$ cat config.mk
export PLATFORM = sky130hd
export DESIGN_NAME = rsa_seq_ctrl
export DESIGN_NICKNAME = d
export VERILOG_FILES = /design/src/rtl/rsa_pkg.sv /design/src/rtl/rsa_seq_ctrl.sv
export SDC_FILE = /design/constraint.sdc
export NUM_CORES = 1
export LEC_CHECK = 0
export ABC_AREA = 0
export CAP_MARGIN = 20
export CORE_MARGIN = 3
export CORE_UTILIZATION = 45
export CTS_BUF_LIST = sky130_fd_sc_hd__clkbuf_2 sky130_fd_sc_hd__clkbuf_4 sky130_fd_sc_hd__clkbuf_8
export DETAILED_ROUTE_END_ITERATION = 8
export PLACE_DENSITY = 0.69
export SLEW_MARGIN = 20
export SYNTH_ARGS = -nofsm -noshare
export SYNTH_HDL_FRONTEND = slang
export SYNTH_SLANG_ARGS = --single-unit
$ cat constraint.sdc
create_clock -name clk -period 3.6 [get_ports clk]
set_input_delay 0.72 -clock clk [delete_from_list [all_inputs] [get_ports clk]]
set_output_delay 0.72 -clock clk [all_outputs]
set_load 0.02 [all_outputs]
$ cat src/rtl/rsa_pkg.sv
// Shared constants for the RSA modular-exponentiation sequencer: core register
// selects, FSM state codes and the default operand size.
package rsa_pkg;

  localparam int NBYTES_DEF = 32;

  // Core register-file selects
  localparam logic [1:0] SEL_RES = 2'd0;
  localparam logic [1:0] SEL_M   = 2'd1;
  localparam logic [1:0] SEL_E   = 2'd2;
  localparam logic [1:0] SEL_N   = 2'd3;

  // Sequencer states
  typedef logic [3:0] state_t;
  localparam state_t ST_CRST      = 4'd0;
  localparam state_t ST_LOAD_N    = 4'd1;
  localparam state_t ST_LOAD_M    = 4'd2;
  localparam state_t ST_LOAD_E    = 4'd3;
  localparam state_t ST_START     = 4'd4;
  localparam state_t ST_WAIT_DONE = 4'd5;
  localparam state_t ST_RD_REQ    = 4'd6;
  localparam state_t ST_RD_CAP    = 4'd7;
  localparam state_t ST_SEND      = 4'd8;

  // Register select used while a given load state is active
  function automatic logic [1:0] load_sel(input state_t s);
    case (s)
      ST_LOAD_N: load_sel = SEL_N;
      ST_LOAD_M: load_sel = SEL_M;
      ST_LOAD_E: load_sel = SEL_E;
      default:   load_sel = SEL_RES;
    endcase
  endfunction

endpackage

$ cat src/rtl/rsa_seq_ctrl.sv
// Sequencer for the 256-bit RSA modexp core: loads N, M, E from the host byte
// stream, starts the core, waits for completion and streams the result back.
//
// Handshakes: a byte moves on in_valid/in_ready (or out_valid/out_ready) only in
// a cycle where both are high at the rising clock edge; the producer holds data
// stable while valid is high and ready is low; ready never depends on valid.
module rsa_seq_ctrl
  import rsa_pkg::*;
#(
  parameter int NBYTES     = NBYTES_DEF,
  parameter int BUSY_WAIT  = 16,
  parameter int RST_CYCLES = 3
) (
  input  logic       clk,
  input  logic       reset,
  input  logic [7:0] in_data,
  input  logic       in_valid,
  output logic       in_ready,
  output logic [7:0] out_data,
  output logic       out_valid,
  input  logic       out_ready,
  output logic       core_rst,
  output logic       core_we_n,
  output logic       core_oe_n,
  output logic [1:0] core_reg_sel,
  output logic [5:0] core_addr,
  output logic [7:0] core_wdata,
  input  logic [7:0] core_rdata,
  output logic       core_start,
  input  logic       core_busy,
  output logic       busy,
  output logic       err,
  output logic [3:0] dbg_state
);

  localparam logic [5:0] LAST_IDX = 6'(NBYTES - 1);
  localparam logic [7:0] TMO_LAST = 8'(BUSY_WAIT - 1);
  localparam logic [3:0] RST_LAST = 4'(RST_CYCLES - 1);

  state_t     state_q, state_d;
  logic [5:0] idx_q, idx_d;
  logic [7:0] tmo_q, tmo_d;
  logic [3:0] rst_cnt_q, rst_cnt_d;
  logic       in_ready_q, in_ready_d;
  logic [7:0] out_data_q, out_data_d;
  logic       out_valid_q, out_valid_d;
  logic       core_rst_q, core_rst_d;
  logic       we_n_q, we_n_d;
  logic       oe_n_q, oe_n_d;
  logic [1:0] reg_sel_q, reg_sel_d;
  logic [5:0] addr_q, addr_d;
  logic [7:0] wdata_q, wdata_d;
  logic       start_q, start_d;
  logic       busy_q, busy_d;
  logic       err_q, err_d;
  logic       in_hs;

  assign in_hs = in_valid && in_ready_q;

  // Next-state and next-output logic; strobes default inactive so each lasts one cycle
  always_comb begin
    state_d     = state_q;
    idx_d       = idx_q;
    tmo_d       = tmo_q;
    rst_cnt_d   = rst_cnt_q;
    in_ready_d  = in_ready_q;
    out_data_d  = out_data_q;
    out_valid_d = out_valid_q;
    core_rst_d  = core_rst_q;
    we_n_d      = 1'b1;
    oe_n_d      = 1'b1;
    reg_sel_d   = reg_sel_q;
    addr_d      = addr_q;
    wdata_d     = wdata_q;
    start_d     = start_q;
    err_d       = err_q;

    case (state_q)
      ST_CRST: begin
        if (rst_cnt_q == RST_LAST) begin
          state_d    = ST_LOAD_N;
          core_rst_d = 1'b0;
          in_ready_d = 1'b1;
          rst_cnt_d  = 4'd0;
        end else begin
          rst_cnt_d = rst_cnt_q + 4'd1;
        end
      end
      ST_LOAD_N, ST_LOAD_M, ST_LOAD_E: begin
        if (in_hs) begin
          we_n_d    = 1'b0;
          reg_sel_d = load_sel(state_q);
          addr_d    = idx_q;
          wdata_d   = in_data;
          // The first accepted byte marks the start of a new job
          if (state_q == ST_LOAD_N && idx_q == 6'd0) err_d = 1'b0;
          if (idx_q == LAST_IDX) begin
            idx_d = 6'd0;
            case (state_q)
              ST_LOAD_N: state_d = ST_LOAD_M;
              ST_LOAD_M: state_d = ST_LOAD_E;
              default: begin
                state_d    = ST_START;
                in_ready_d = 1'b0;
              end
            endcase
          end else begin
            idx_d = idx_q + 6'd1;
          end
        end
      end
      ST_START: begin
        start_d = 1'b1;
        if (start_q) begin
          if (core_busy) begin
            start_d = 1'b0;
            tmo_d   = 8'd0;
            state_d = ST_WAIT_DONE;
          end else if (tmo_q == TMO_LAST) begin
            start_d    = 1'b0;
            err_d      = 1'b1;
            tmo_d      = 8'd0;
            core_rst_d = 1'b1;
            rst_cnt_d  = 4'd0;
            state_d    = ST_CRST;
          end else begin
            tmo_d = tmo_q + 8'd1;
          end
        end
      end
      ST_WAIT_DONE: begin
        if (!core_busy) begin
          oe_n_d    = 1'b0;
          reg_sel_d = SEL_RES;
          addr_d    = idx_q;
          state_d   = ST_RD_REQ;
        end
      end
      ST_RD_REQ: state_d = ST_RD_CAP;
      ST_RD_CAP: begin
        out_data_d  = core_rdata;
        out_valid_d = 1'b1;
        state_d     = ST_SEND;
      end
      ST_SEND: begin
        if (out_ready) begin
          out_valid_d = 1'b0;
          if (idx_q != LAST_IDX) begin
            idx_d     = idx_q + 6'd1;
            oe_n_d    = 1'b0;
            reg_sel_d = SEL_RES;
            addr_d    = idx_q + 6'd1;
            state_d   = ST_RD_REQ;
          end else begin
            idx_d      = 6'd0;
            core_rst_d = 1'b1;
            rst_cnt_d  = 4'd0;
            state_d    = ST_CRST;
          end
        end
      end
      default: begin
        core_rst_d = 1'b1;
        rst_cnt_d  = 4'd0;
        state_d    = ST_CRST;
      end
    endcase

    busy_d = !(state_d == ST_LOAD_N && idx_d == 6'd0);
  end

  // State and registered outputs
  always_ff @(posedge clk or posedge reset) begin
    if (reset) begin
      state_q     <= ST_CRST;
      idx_q       <= 6'd0;
      tmo_q       <= 8'd0;
      rst_cnt_q   <= 4'd0;
      in_ready_q  <= 1'b0;
      out_data_q  <= 8'd0;
      out_valid_q <= 1'b0;
      core_rst_q  <= 1'b1;
      we_n_q      <= 1'b1;
      oe_n_q      <= 1'b1;
      reg_sel_q   <= SEL_RES;
      addr_q      <= 6'd0;
      wdata_q     <= 8'd0;
      start_q     <= 1'b0;
      busy_q      <= 1'b0;
      err_q       <= 1'b0;
    end else begin
      state_q     <= state_d;
      idx_q       <= idx_d;
      tmo_q       <= tmo_d;
      rst_cnt_q   <= rst_cnt_d;
      in_ready_q  <= in_ready_d;
      out_data_q  <= out_data_d;
      out_valid_q <= out_valid_d;
      core_rst_q  <= core_rst_d;
      we_n_q      <= we_n_d;
      oe_n_q      <= oe_n_d;
      reg_sel_q   <= reg_sel_d;
      addr_q      <= addr_d;
      wdata_q     <= wdata_d;
      start_q     <= start_d;
      busy_q      <= busy_d;
      err_q       <= err_d;
    end
  end

  assign in_ready     = in_ready_q;
  assign out_data     = out_data_q;
  assign out_valid    = out_valid_q;
  assign core_rst     = core_rst_q;
  assign core_we_n    = we_n_q;
  assign core_oe_n    = oe_n_q;
  assign core_reg_sel = reg_sel_q;
  assign core_addr    = addr_q;
  assign core_wdata   = wdata_q;
  assign core_start   = start_q;
  assign busy         = busy_q;
  assign err          = err_q;
  assign dbg_state    = state_q;

endmodule
==> run summary, run 1 <==
Crit path launch type -> register
Number of global-route vias before repair -> 2235
Vias -> 2323
Clk root buf -> clkbuf_8
Total grt overflow -> 0
Adder-Cell Fraction of Synth Area -> 2.210%
P_sw -> 0.6041 mW
H-tree levels -> 2
Area share of and/or/nand/nor cells after synthesis -> 18.48%
Max_slew headroom -> 55.55%
Sw Ratio -> 35.34%
Tcrit/Tclk final -> 69.49%
Die H -> 85.31 µm
Clock power share -> 20.7%
Postcts setup bufs -> 0
Leading cell type in the layout, fill and taps excluded -> clkdlybuf4s50_1
I/O Pins -> 57
Clk buf depth -> 2
Iteration-0 DRC Markers -> 191
P_leak -> 1.488 nW
Row count -> 28
Wire per inst -> 15.08 µm
Slew Viols, Final -> 0
EDFF count, synth -> 0
Worst-Margin Slew -> 0.6610 ns
Syn. warnings -> 0
Most common flop cell mapped by yosys -> dfrtp_1
# diodes -> 0
Port Buffer Count -> 56
Layout fillers -> 519
Largest cells by area after synthesis -> dfrtp_1 (45%), mux2_2 (6.4%), o21ai_0 (5.1%), nand2_1 (4.0%), dfstp_2 (2.8%)
Required @ worst endpoint -> 3.80 ns
Hold Violations, Final -> 0
Internal Pwr Total -> 1.105 mW
Post-Syn Area -> 2830 µm²
Crit path max fanout -> 17
Nets -> 364
DRC -> 0
Hold path depth -> 2
FF-to-FF path depth -> 6
First-pass GRT wire length -> 10630 µm
Maximum vdd drop -> 0.2591 mV
Register share of total power -> 48.0%
Compound-Gate Fraction of Synth Area -> 17.55%
DP Cell Count -> 406
GR Util All Layers -> 18.00%
Combinational Power Share -> 31.3%
Clock Skew -> 0.006952 ns
Pin count of the biggest net entering global routing -> 37
Worst EP arrival -> 2.71 ns
Critical path class -> reg -> reg
Max Cap Viol -> 0
Antenna violations before repair -> 0
Min-delay worst type -> reg -> reg
Post-CTS Hold Buffers -> 0
Routability congestion estimate -> 0.8345
Share of synthesized flip-flops with an asynchronous set or reset -> 100.0%
RSZ-0062 raised after global routing -> no
Die area -> 7277 µm²
CTS tree -> built
#FFs+latches synth -> 54
Mux contribution to synthesized area -> 7.073%
Final Instance Count excl. Fillers -> 414
Outcome -> completed
Starting Density -> 47.24%
Hpwl dp -> 4510 µm
Clock slew at reported path FFs -> 0.10 ns
Syn_area_per_cell -> 9.931 µm²
Layout cell share with drive strength beyond 1 -> 11.80%
XOR/XNOR Fraction of Synth Area -> 2.476%
Setup violators final -> 0
CTS sink cnt -> 54
Fmax -> 0.3998 GHz
Most frequent cells in the layout -> clkdlybuf4s50_1 (56), dfrtp_1 (51), nand2_1 (30), o21ai_0 (29), nor2_1 (20)
Die W -> 85.31 µm
CTS resizes -> 0
CTS Buf Count -> 5
Share of the synthesized area in the top cell type -> 45.09%
Total power divided by cell area -> 484.4 nW/µm²
Setup tns final -> 0 ns
Drt pass-1 iters -> 5
Setup crit end kind -> register
Routed Antenna Nets -> 0
Syn Inst Count -> 285
Clk_lat worst skew -> 0.31 ns
Post-Route WL -> 6244 µm
Largest family of logic cells by synthesized area -> simple AND/OR/NAND/NOR gates
Via-to-Cell Ratio -> 5.611
Area grow syn2layout -> 24.67%
Netlist cell types -> 54
Yosys top cell by area -> dfrtp_1
Core ar. -> 5991 µm²
Syn Nets -> 311
Min Tclk post-route -> 2.501 ns
Sequential element share of the synthesized area -> 47.88%
[synthesized netlist by cell type, types with 4 or more instances]
cell type  number
a211oi_1        4
a21oi_1         7
a31oi_1         4
and3_1          8
buf_2           8
dfrtp_1        51
ha_1            5
inv_1          13
mux2_2         16
nand2_1        30
nand3_1        10
nor2_1         20
nor3_1          4
o21ai_0        29
o31ai_1         7
xnor2_1         5
[sequential cells by signal (all words and copies together), names as in the netlist]
signal,cells
core_start,1
dbg_state,4
core_oe_n,1
in_ready,1
tmo_q,8
core_rst,1
busy,1
err,1
rst_cnt_q,4
out_data,8
core_reg_sel,2
out_valid,1
core_addr,6
idx_q,6
core_wdata,8
core_we_n,1
[kinds of logic after synthesis]
family	after synthesis
AOI/OAI and AO/OA	74
xor gates and xnor gates	8
buffers and inverters	26
DFF	54
muxes	18
and+or+nand+nor	100
adders and majority gates	5
[stage by stage]
step | setup WS (ns) | power (mW) | hold WS (ns) | cell area [µm²] | util, %
3_5_place_dp | 0.8606 | 1.369 | 0.4701 | 3433 | 57.31
6_report | 1.099 | 1.709 | 0.4843 | 3528 | 58.90
3_3_place_gp | 0.8704 | 1.363 | 0.4592 | 3433 | 57.31
4_1_cts | 1.117 | 1.732 | 0.4953 | 3528 | 58.90
2_1_floorplan | 1.470 | 1.151 | 0.4580 | 2830 | -
5_1_grt | 0.9149 | 1.821 | 0.5154 | 3528 | 58.90
[worst max-delay path: stages, from the launching register on]
cell,delay (ns)
dfrtp_1,0.60
nor2_2,0.43
nor3_1,0.10
buf_4,0.21
a21oi_1,0.46
o21ai_0,0.18
a2111o_1,0.42
[power groups by stage]
stage / registers (mW) / logic [mW] / clock network [mW]
floorplan: 0.851 / 0.300 / 0
global placement: 0.828 / 0.535 / 0
detailed placement: 0.832 / 0.538 / 0
CTS: 0.821 / 0.540 / 0.371
global route: 0.839 / 0.591 / 0.391
finish: 0.820 / 0.535 / 0.354
[layout make-up]
class / count / area, µm² / share of cell area [%]
Sequential cell: 54 / 1355 / 38.40
Inverter: 13 / 48.80 / 1.383
Multi-Input combinational cell: 205 / 1353 / 38.33
Clock inverter: 3 / 26.28 / 0.7447
Clock buffer: 5 / 68.82 / 1.950
Timing Repair Buffer: 59 / 583.1 / 16.52
Tap cell: 75 / 93.84 / 2.660
[path summary, 6_finish.rpt]
kind | slack [ns] | start | endpoint
max | 1.10 | dbg_state[1]$_DFF_PP0_ | busy$_DFF_PP0_
min | 0.48 | core_addr[1]$_DFFE_PP0P_ | core_addr[1]$_DFFE_PP0P_
max reg2reg | 1.10 | dbg_state[1]$_DFF_PP0_ | busy$_DFF_PP0_
min reg2reg | 0.48 | core_addr[1]$_DFFE_PP0P_ | core_addr[1]$_DFFE_PP0P_
max in group asynchronous | 2.09 | reset | core_we_n$_DFF_PP1_
min in group asynchronous | 0.70 | reset | tmo_q[1]$_DFFE_PP0P_
[metal layers]
metal  wire length, µm  GRT usage, %  vias up
met4               111         5.180        0
li1                  -             -     1129
met5                 0             0        -
met3               496         4.078       12
met1              2873         26.06     1088
met2              2763         27.12       94
Note: power is estimated with default switching activity, not from simulation.
==> run 2: changes to the inputs <==
--- a/config.mk
+++ b/config.mk
@@ -11,7 +11,7 @@
 export CORE_UTILIZATION = 45
 export CTS_BUF_LIST = sky130_fd_sc_hd__clkbuf_2 sky130_fd_sc_hd__clkbuf_4 sky130_fd_sc_hd__clkbuf_8
 export DETAILED_ROUTE_END_ITERATION = 8
-export PLACE_DENSITY = 0.69
+export PLACE_DENSITY = 0.72
 export SLEW_MARGIN = 20
 export SYNTH_ARGS = -nofsm -noshare
 export SYNTH_HDL_FRONTEND = slang
==> constraint.sdc (replaced) <==
create_clock -name clk -period 2 [get_ports clk]
set_input_delay 0.4 -clock clk [delete_from_list [all_inputs] [get_ports clk]]
set_output_delay 0.4 -clock clk [all_outputs]
set_load 0.02 [all_outputs]
==> run 2 against run 1 <==
Against the previous run:
- critical path depth grew 1
- worst setup slack lost 1.0 ns
- combinational power grew 130%
- routed wire length grew 10%
- clock-buffer cell count grew 3
- worst hold slack lost 0.085 ns
- first-iteration DRC count grew 23%
- cell count grew 8.9%
- fmax grew 29%
- register-to-register slack lost 1.0 ns
- largest power group unchanged
- highest routed layer unchanged
==> run summary, run 2 (synthesized netlist as in run 1, its figures left out) <==
Die area -> 7277 µm² (unchanged)
Layout fillers -> 476 (-8.3%)
Routed Antenna Nets -> 0 (unchanged)
Port Buffer Count -> 56 (unchanged)
Post-Route WL -> 6895 µm (+10%)
Outcome -> completed
# diodes -> 0 (unchanged)
Vias -> 2505 (+7.8%)
Worst EP arrival -> 2.13 ns (-0.58 ns)
CP max-delay cell -> dfrtp_1
First-pass GRT wire length -> 12070 µm (+14%)
H-tree levels -> 2 (unchanged)
Number of global-route vias before repair -> 2554 (+14%)
Leading cell type in the layout, fill and taps excluded -> clkdlybuf4s50_1
Routability congestion estimate -> 0.8985 (+7.7%)
Maximum vdd drop -> 0.5178 mV (+100%)
Crit path launch type -> register
Worst Slack Setup Final -> 0.05964 ns (-1.039 ns)
GR Util All Layers -> 20.38% (+2.4 points)
Wire per inst -> 15.29 µm (+1.4%)
Iteration-0 DRC Markers -> 235 (+23%)
Pin count of the biggest net entering global routing -> 21 (-43%)
Antenna violations before repair -> 0 (unchanged)
Core ar. -> 5991 µm² (unchanged)
Tcrit/Tclk final -> 97.02% (+28 points)
Setup violators final -> 0 (unchanged)
Total power divided by cell area -> 836.5 nW/µm² (+73%)
Fmax -> 0.5154 GHz (+29%)
CTS tree -> built
Layout cell share with drive strength beyond 1 -> 22.87% (+11 points)
Placed Area -> 3750 µm² (+9.2%)
Hold Violations, Final -> 0 (unchanged)
Total grt overflow -> 0 (unchanged)
Clock Skew -> 0.01052 ns (+0.003568 ns)
Most frequent cells in the layout -> clkdlybuf4s50_1 (56), dfrtp_1 (50), buf_4 (36), nand2_1 (30), o21ai_0 (29)
Min-delay worst type -> in -> async
Required @ worst endpoint -> 2.19 ns (-1.61 ns)
CP max stage delay -> 0.44 ns (-0.16 ns)
Critical path, cell by cell -> inv_1, ha_1, nor4b_2, a311oi_1, o31ai_1, nand4_1, a2111o_1
Clk root buf -> clkbuf_8
Clock slew at reported path FFs -> 0.10 ns (about the same)
Setup crit end kind -> register
CP top delay family -> compound AO/OA/AOI/OAI gates
Slew Viols, Final -> 0 (unchanged)
Row count -> 28 (unchanged)
CTS sink cnt -> 54 (unchanged)
CTS Buf Count -> 5 (unchanged)
Area grow syn2layout -> 38.11%
Max Cap Viol -> 0 (unchanged)
DP Worst Slack -> -0.2527 ns (-1.113 ns)
Clk_lat worst skew -> 0.30 ns (about the same)
P_leak -> 1.688 nW (+13%)
Min Tclk post-route -> 1.940 ns (-0.5611 ns)
Hpwl dp -> 5256 µm (+17%)
Starting Density -> 47.24% (unchanged)
Drt pass-1 iters -> 4 (-1)
Die W -> 85.31 µm (unchanged)
Crit path buf inv count -> 1 (unchanged)
Via-to-Cell Ratio -> 5.554 (-1.0%)
Die H -> 85.31 µm (unchanged)
Post-route cell area -> 3909 µm² (+11%)
Nets -> 401 (+10%)
Critical path class -> reg -> reg
I/O Pins -> 57 (unchanged)
Max_slew headroom -> 73.08% (+18 points)
Clk buf depth -> 2 (unchanged)
Worst-Margin Slew -> 0.4033 ns (-0.2577 ns)
DRC -> 0 (unchanged)
RSZ-0062 raised after global routing -> yes
Crit path max fanout -> 5 (-12)
## run 2: cell types whose count changed in the layout (fill, tap and decap cells not counted), sizes merged
cell	change
buf	+37
clkbuf	+3
clkinv	-3
## run 2: area by class of cell
| cell class | count | area, µm² | share of cell area (%) |
|---|---|---|---|
| well taps | 75 | 93.84 | 2.401 |
| clock buffers | 8 | 97.59 | 2.497 |
| repair buffers | 96 | 902.1 | 23.08 |
| inverters | 13 | 48.80 | 1.248 |
| multi-input cells | 205 | 1410 | 36.08 |
| flip-flops and latches | 54 | 1356 | 34.70 |
## run 2: timing repair
action                     CTS  global route
pin swaps                    0             2
gates resized for setup      3             9
setup endpoints to repair    2             6
hold endpoints to repair     0             0
hold buffers                 0             0
buffers inserted             0             0
## run 2: final timing paths
path	start	to	slack, ns	depth (start not counted)
worst max-delay path	rst_cnt_q[0]$_DFFE_PP0P_	busy$_DFF_PP0_	0.06	7
worst min-delay path	reset	core_wdata[3]$_DFFE_PP0P_	0.40	2
worst max register to register	rst_cnt_q[0]$_DFFE_PP0P_	busy$_DFF_PP0_	0.06	7
worst min register to register	core_addr[2]$_DFFE_PP0P_	core_addr[2]$_DFFE_PP0P_	0.48	2
max in group asynchronous	reset	core_rst$_DFFE_PP1P_	1.09	3
min in group clk	core_addr[2]$_DFFE_PP0P_	core_addr[2]$_DFFE_PP0P_	0.48	2
## run 2: worst reg2reg max path, stage by stage, from the launching register on
cell,delay (ns)
dfrtp_1,0.44
inv_1,0.08
ha_1,0.16
nor4b_2,0.24
a311oi_1,0.09
o31ai_1,0.38
nand4_1,0.14
a2111o_1,0.30
## run 2: per-stage QoR
step	total power, mW	std cells	hold slack (ns)	setup TNS [ns]	util, %
final	3.270	451	0.3988	0	65.25
after global routing	3.487	451	0.4160	-0.001277	65.25
after CTS	3.291	451	0.4035	0	64.56
after detailed placement	2.617	443	0.4693	-1.108	62.59
after global placement	2.589	443	0.4600	-0.5643	62.59
after floorplan	2.072	285	0.4580	-0.03886	-
## run 2: report_power, final
part	switching, mW	total [mW]	internal [mW]	leakage (nW)
clock network	0.342	0.652	0.311	0.0523
registers	0.102	1.37	1.27	0.645
logic	0.664	1.25	0.583	0.991
total	1.11	3.27	2.16	1.69
## run 2: metal layers
metal | vias up | wire, µm | track usage, %
met1 | 1214 | 3100 | 28.17
li1 | 1202 | - | -
met5 | - | 0 | 0
met3 | 8 | 518 | 4.854
met2 | 81 | 3186 | 31.99
met4 | 0 | 90 | 5.899
==> run 3: changes to the inputs <==
--- a/config.mk
+++ b/config.mk
@@ -10,6 +10,7 @@
 export CORE_MARGIN = 3
 export CORE_UTILIZATION = 45
 export CTS_BUF_LIST = sky130_fd_sc_hd__clkbuf_2 sky130_fd_sc_hd__clkbuf_4 sky130_fd_sc_hd__clkbuf_8
+export CTS_CLUSTER_DIAMETER = 40
 export DETAILED_ROUTE_END_ITERATION = 8
 export PLACE_DENSITY = 0.72
 export SLEW_MARGIN = 20
==> results of run 3 <==
No change in the layout: final DEF, timing and power equal those of run 2.
==> edit: new RTL, flow settings as in run 2 <==
Put one more register stage on the output `dbg_state`, cleared by the reset. The value now appears one clock later. The other outputs are not delayed to match.
--- a/src/rtl/rsa_seq_ctrl.sv
+++ b/src/rtl/rsa_seq_ctrl.sv
@@ -221,5 +221,11 @@
   assign busy         = busy_q;
   assign err          = err_q;
-  assign dbg_state    = state_q;
+  always_ff @(posedge clk or posedge reset) begin
+    if (reset) begin
+      dbg_state <= '0;
+    end else begin
+      dbg_state <= state_q;
+    end
+  end
 
 endmodule
Check against the original RTL: not equivalent (Yosys sat finds a counterexample within 4 cycles, from zero or initial values and one cycle with reset high).
==> edit against run 2 <==
The run now ends with negative setup slack left; routed wire length rose by 3.2%; design area rose by 4.5%; count of clock-buffer cells in the layout rose by 5; worst setup slack got worse by 110 ps; sequential cell count rose by 4; clock power rose by 47%; first-iteration DRC count rose by 18%; power rose by 42%; area after synthesis rose by 1.4%; critical endpoint is now rst_cnt_q[3]$_DFFE_PP0P_; highest routed layer unchanged.
==> edit: results (changes against run 2) <==
| Metric | Value |
|---|---|
| Setup slack of the critical path after layout | -46.50 ps (-106.1 ps) |
| Max IR drop VDD | 0.0008160 V (+58%) |
| Post-Place Setup Slack | -113.3 ps (+139.4 ps) |
| Avg WL per Cell | 14.70 um (-3.8%) |
| Maximum net fanout on the critical path | 6 (+1) |
| Final-stage net count | 430 (+7.2%) |
| Filler instances | 506 (+6.3%) |
| Outcome | finished, violations left |
| Met3 demand-to-capacity share in global routing | 6.724% (+1.9 points) |
| Placement-stage cell area | 3867 um2 (+3.1%) |
| Synth unique cells | 52 (-3.7%) |
| Clock buffer count from CTS | 9 (+4) |
| Layout cells sized above 1 | 22.49% (-0.38 points) |
| Violation count after the first detailed-routing iteration | 278 (+18%) |
| Global Route met2 Usage | 31.78% (-0.21 points) |
| Clk_lat worst skew | 330 ps (+30 ps) |
| Final HPWL from detailed placement | 5.350 mm (+1.8%) |
| Share of the yosys chip area belonging to registers | 50.72% (+2.8 points) |
| Cell Count Post-Placement | 468 (+5.6%) |
| Share of the synthesized area in the top cell type | 47.97% (+2.9 points) |
| Routability-driven placement congestion ratio | 0.9197 (+2.4%) |
| Mapped Nets | 326 (+4.8%) |
| Final-report setup violation count | 1 (+1) |
| GR Util met1 | 27.20% (-0.97 points) |
| Violated checks | negative setup slack |
| Arrival time reported for the critical path endpoint | 2250 ps (+120 ps) |
| DR vias/cell | 5.353 (-3.6%) |
| Slew headroom | 56.03% (-17 points) |
| Setup TNS | -46.50 ps (-46.50 ps) |
| Top cells by area, synth | sky130_fd_sc_hd__dfrtp_1 48%, sky130_fd_sc_hd__nand2_1 8.2%, sky130_fd_sc_hd__o21ai_0 4.9% |
## edit: cell types whose count changed after synthesis, moves of 4 or more
| cell | run 2 | this run |
|---|---|---|
| sky130_fd_sc_hd__and3_1 | 8 | 3 |
| sky130_fd_sc_hd__buf_2 | 8 | 3 |
| sky130_fd_sc_hd__clkbuf_1 | 3 | 8 |
| sky130_fd_sc_hd__dfrtp_1 | 51 | 55 |
| sky130_fd_sc_hd__mux2_2 | 16 | 9 |
| sky130_fd_sc_hd__nand2_1 | 30 | 63 |
| sky130_fd_sc_hd__nor2_1 | 20 | 13 |
| sky130_fd_sc_hd__o21ai_1 | 0 | 5 |
## edit: cell families (layout without fill, tap and decap cells)
| logic type | count (synthesis) | in the layout | synth area share, % |
|---|---|---|---|
| AND/OR/NAND/NOR | 116 | 116 | 20.02 |
| AO/OA/AOI/OAI | 76 | 76 | 16.70 |
| flip-flops | 58 | 58 | 50.72 |
| buffers and inverters | 25 | 134 | 3.402 |
| multiplexers | 11 | 11 | 4.230 |
| XOR/XNOR | 9 | 9 | 2.747 |
| adder cells (fa/ha/maj) | 5 | 5 | 2.181 |
## edit: cell type report
class	instances	area (um2)	area share [%]
sequential	58	1456	35.65
tap	75	93.84	2.297
multi-input combinational	217	1358	33.23
clock inverter	3	15.01	0.3675
inverter	13	48.80	1.194
timing repair buffer	105	953.4	23.34
clock buffer	13	160.2	3.920
## edit: worst max-delay path: stages, from the launching register on
cell                      delay (ps)
sky130_fd_sc_hd__dfrtp_1         390
sky130_fd_sc_hd__or4_4           540
sky130_fd_sc_hd__o41a_1          380
sky130_fd_sc_hd__or3_4           390
sky130_fd_sc_hd__o21ai_1         140
sky130_fd_sc_hd__o31ai_1          80
## edit: worst max path at each step
stage	startpoint	to	slack, ps	cells after the start
3_3_place_gp	in_valid	busy$_DFF_PP0_	-60	8
4_1_cts	tmo_q[7]$_DFFE_PP0P_	rst_cnt_q[3]$_DFFE_PP0P_	-30	5
6_report	tmo_q[7]$_DFFE_PP0P_	rst_cnt_q[3]$_DFFE_PP0P_	-50	5
3_5_place_dp	in_valid	err$_DFFE_PP0P_	-110	7
2_1_floorplan	tmo_q[4]$_DFFE_PP0P_	rst_cnt_q[3]$_DFFE_PP0P_	-30	5
5_1_grt	state_q[1]$_DFF_PP0_	busy$_DFF_PP0_	-110	7
## edit: power by group
part           switching, W  total, W  internal, W
combinational       0.00102   0.00198     0.000958
sequential         0.000234   0.00171      0.00148
clock              0.000440  0.000959     0.000519
total               0.00170   0.00465      0.00296
## edit: what timing repair did
| action | 4_1_cts | 5_1_grt |
|---|---|---|
| endpoints found under the setup margin | 6 | 13 |
| setup buffers | 0 | 0 |
| gates resized for setup | 0 | 13 |
| pin swaps | 2 | 3 |
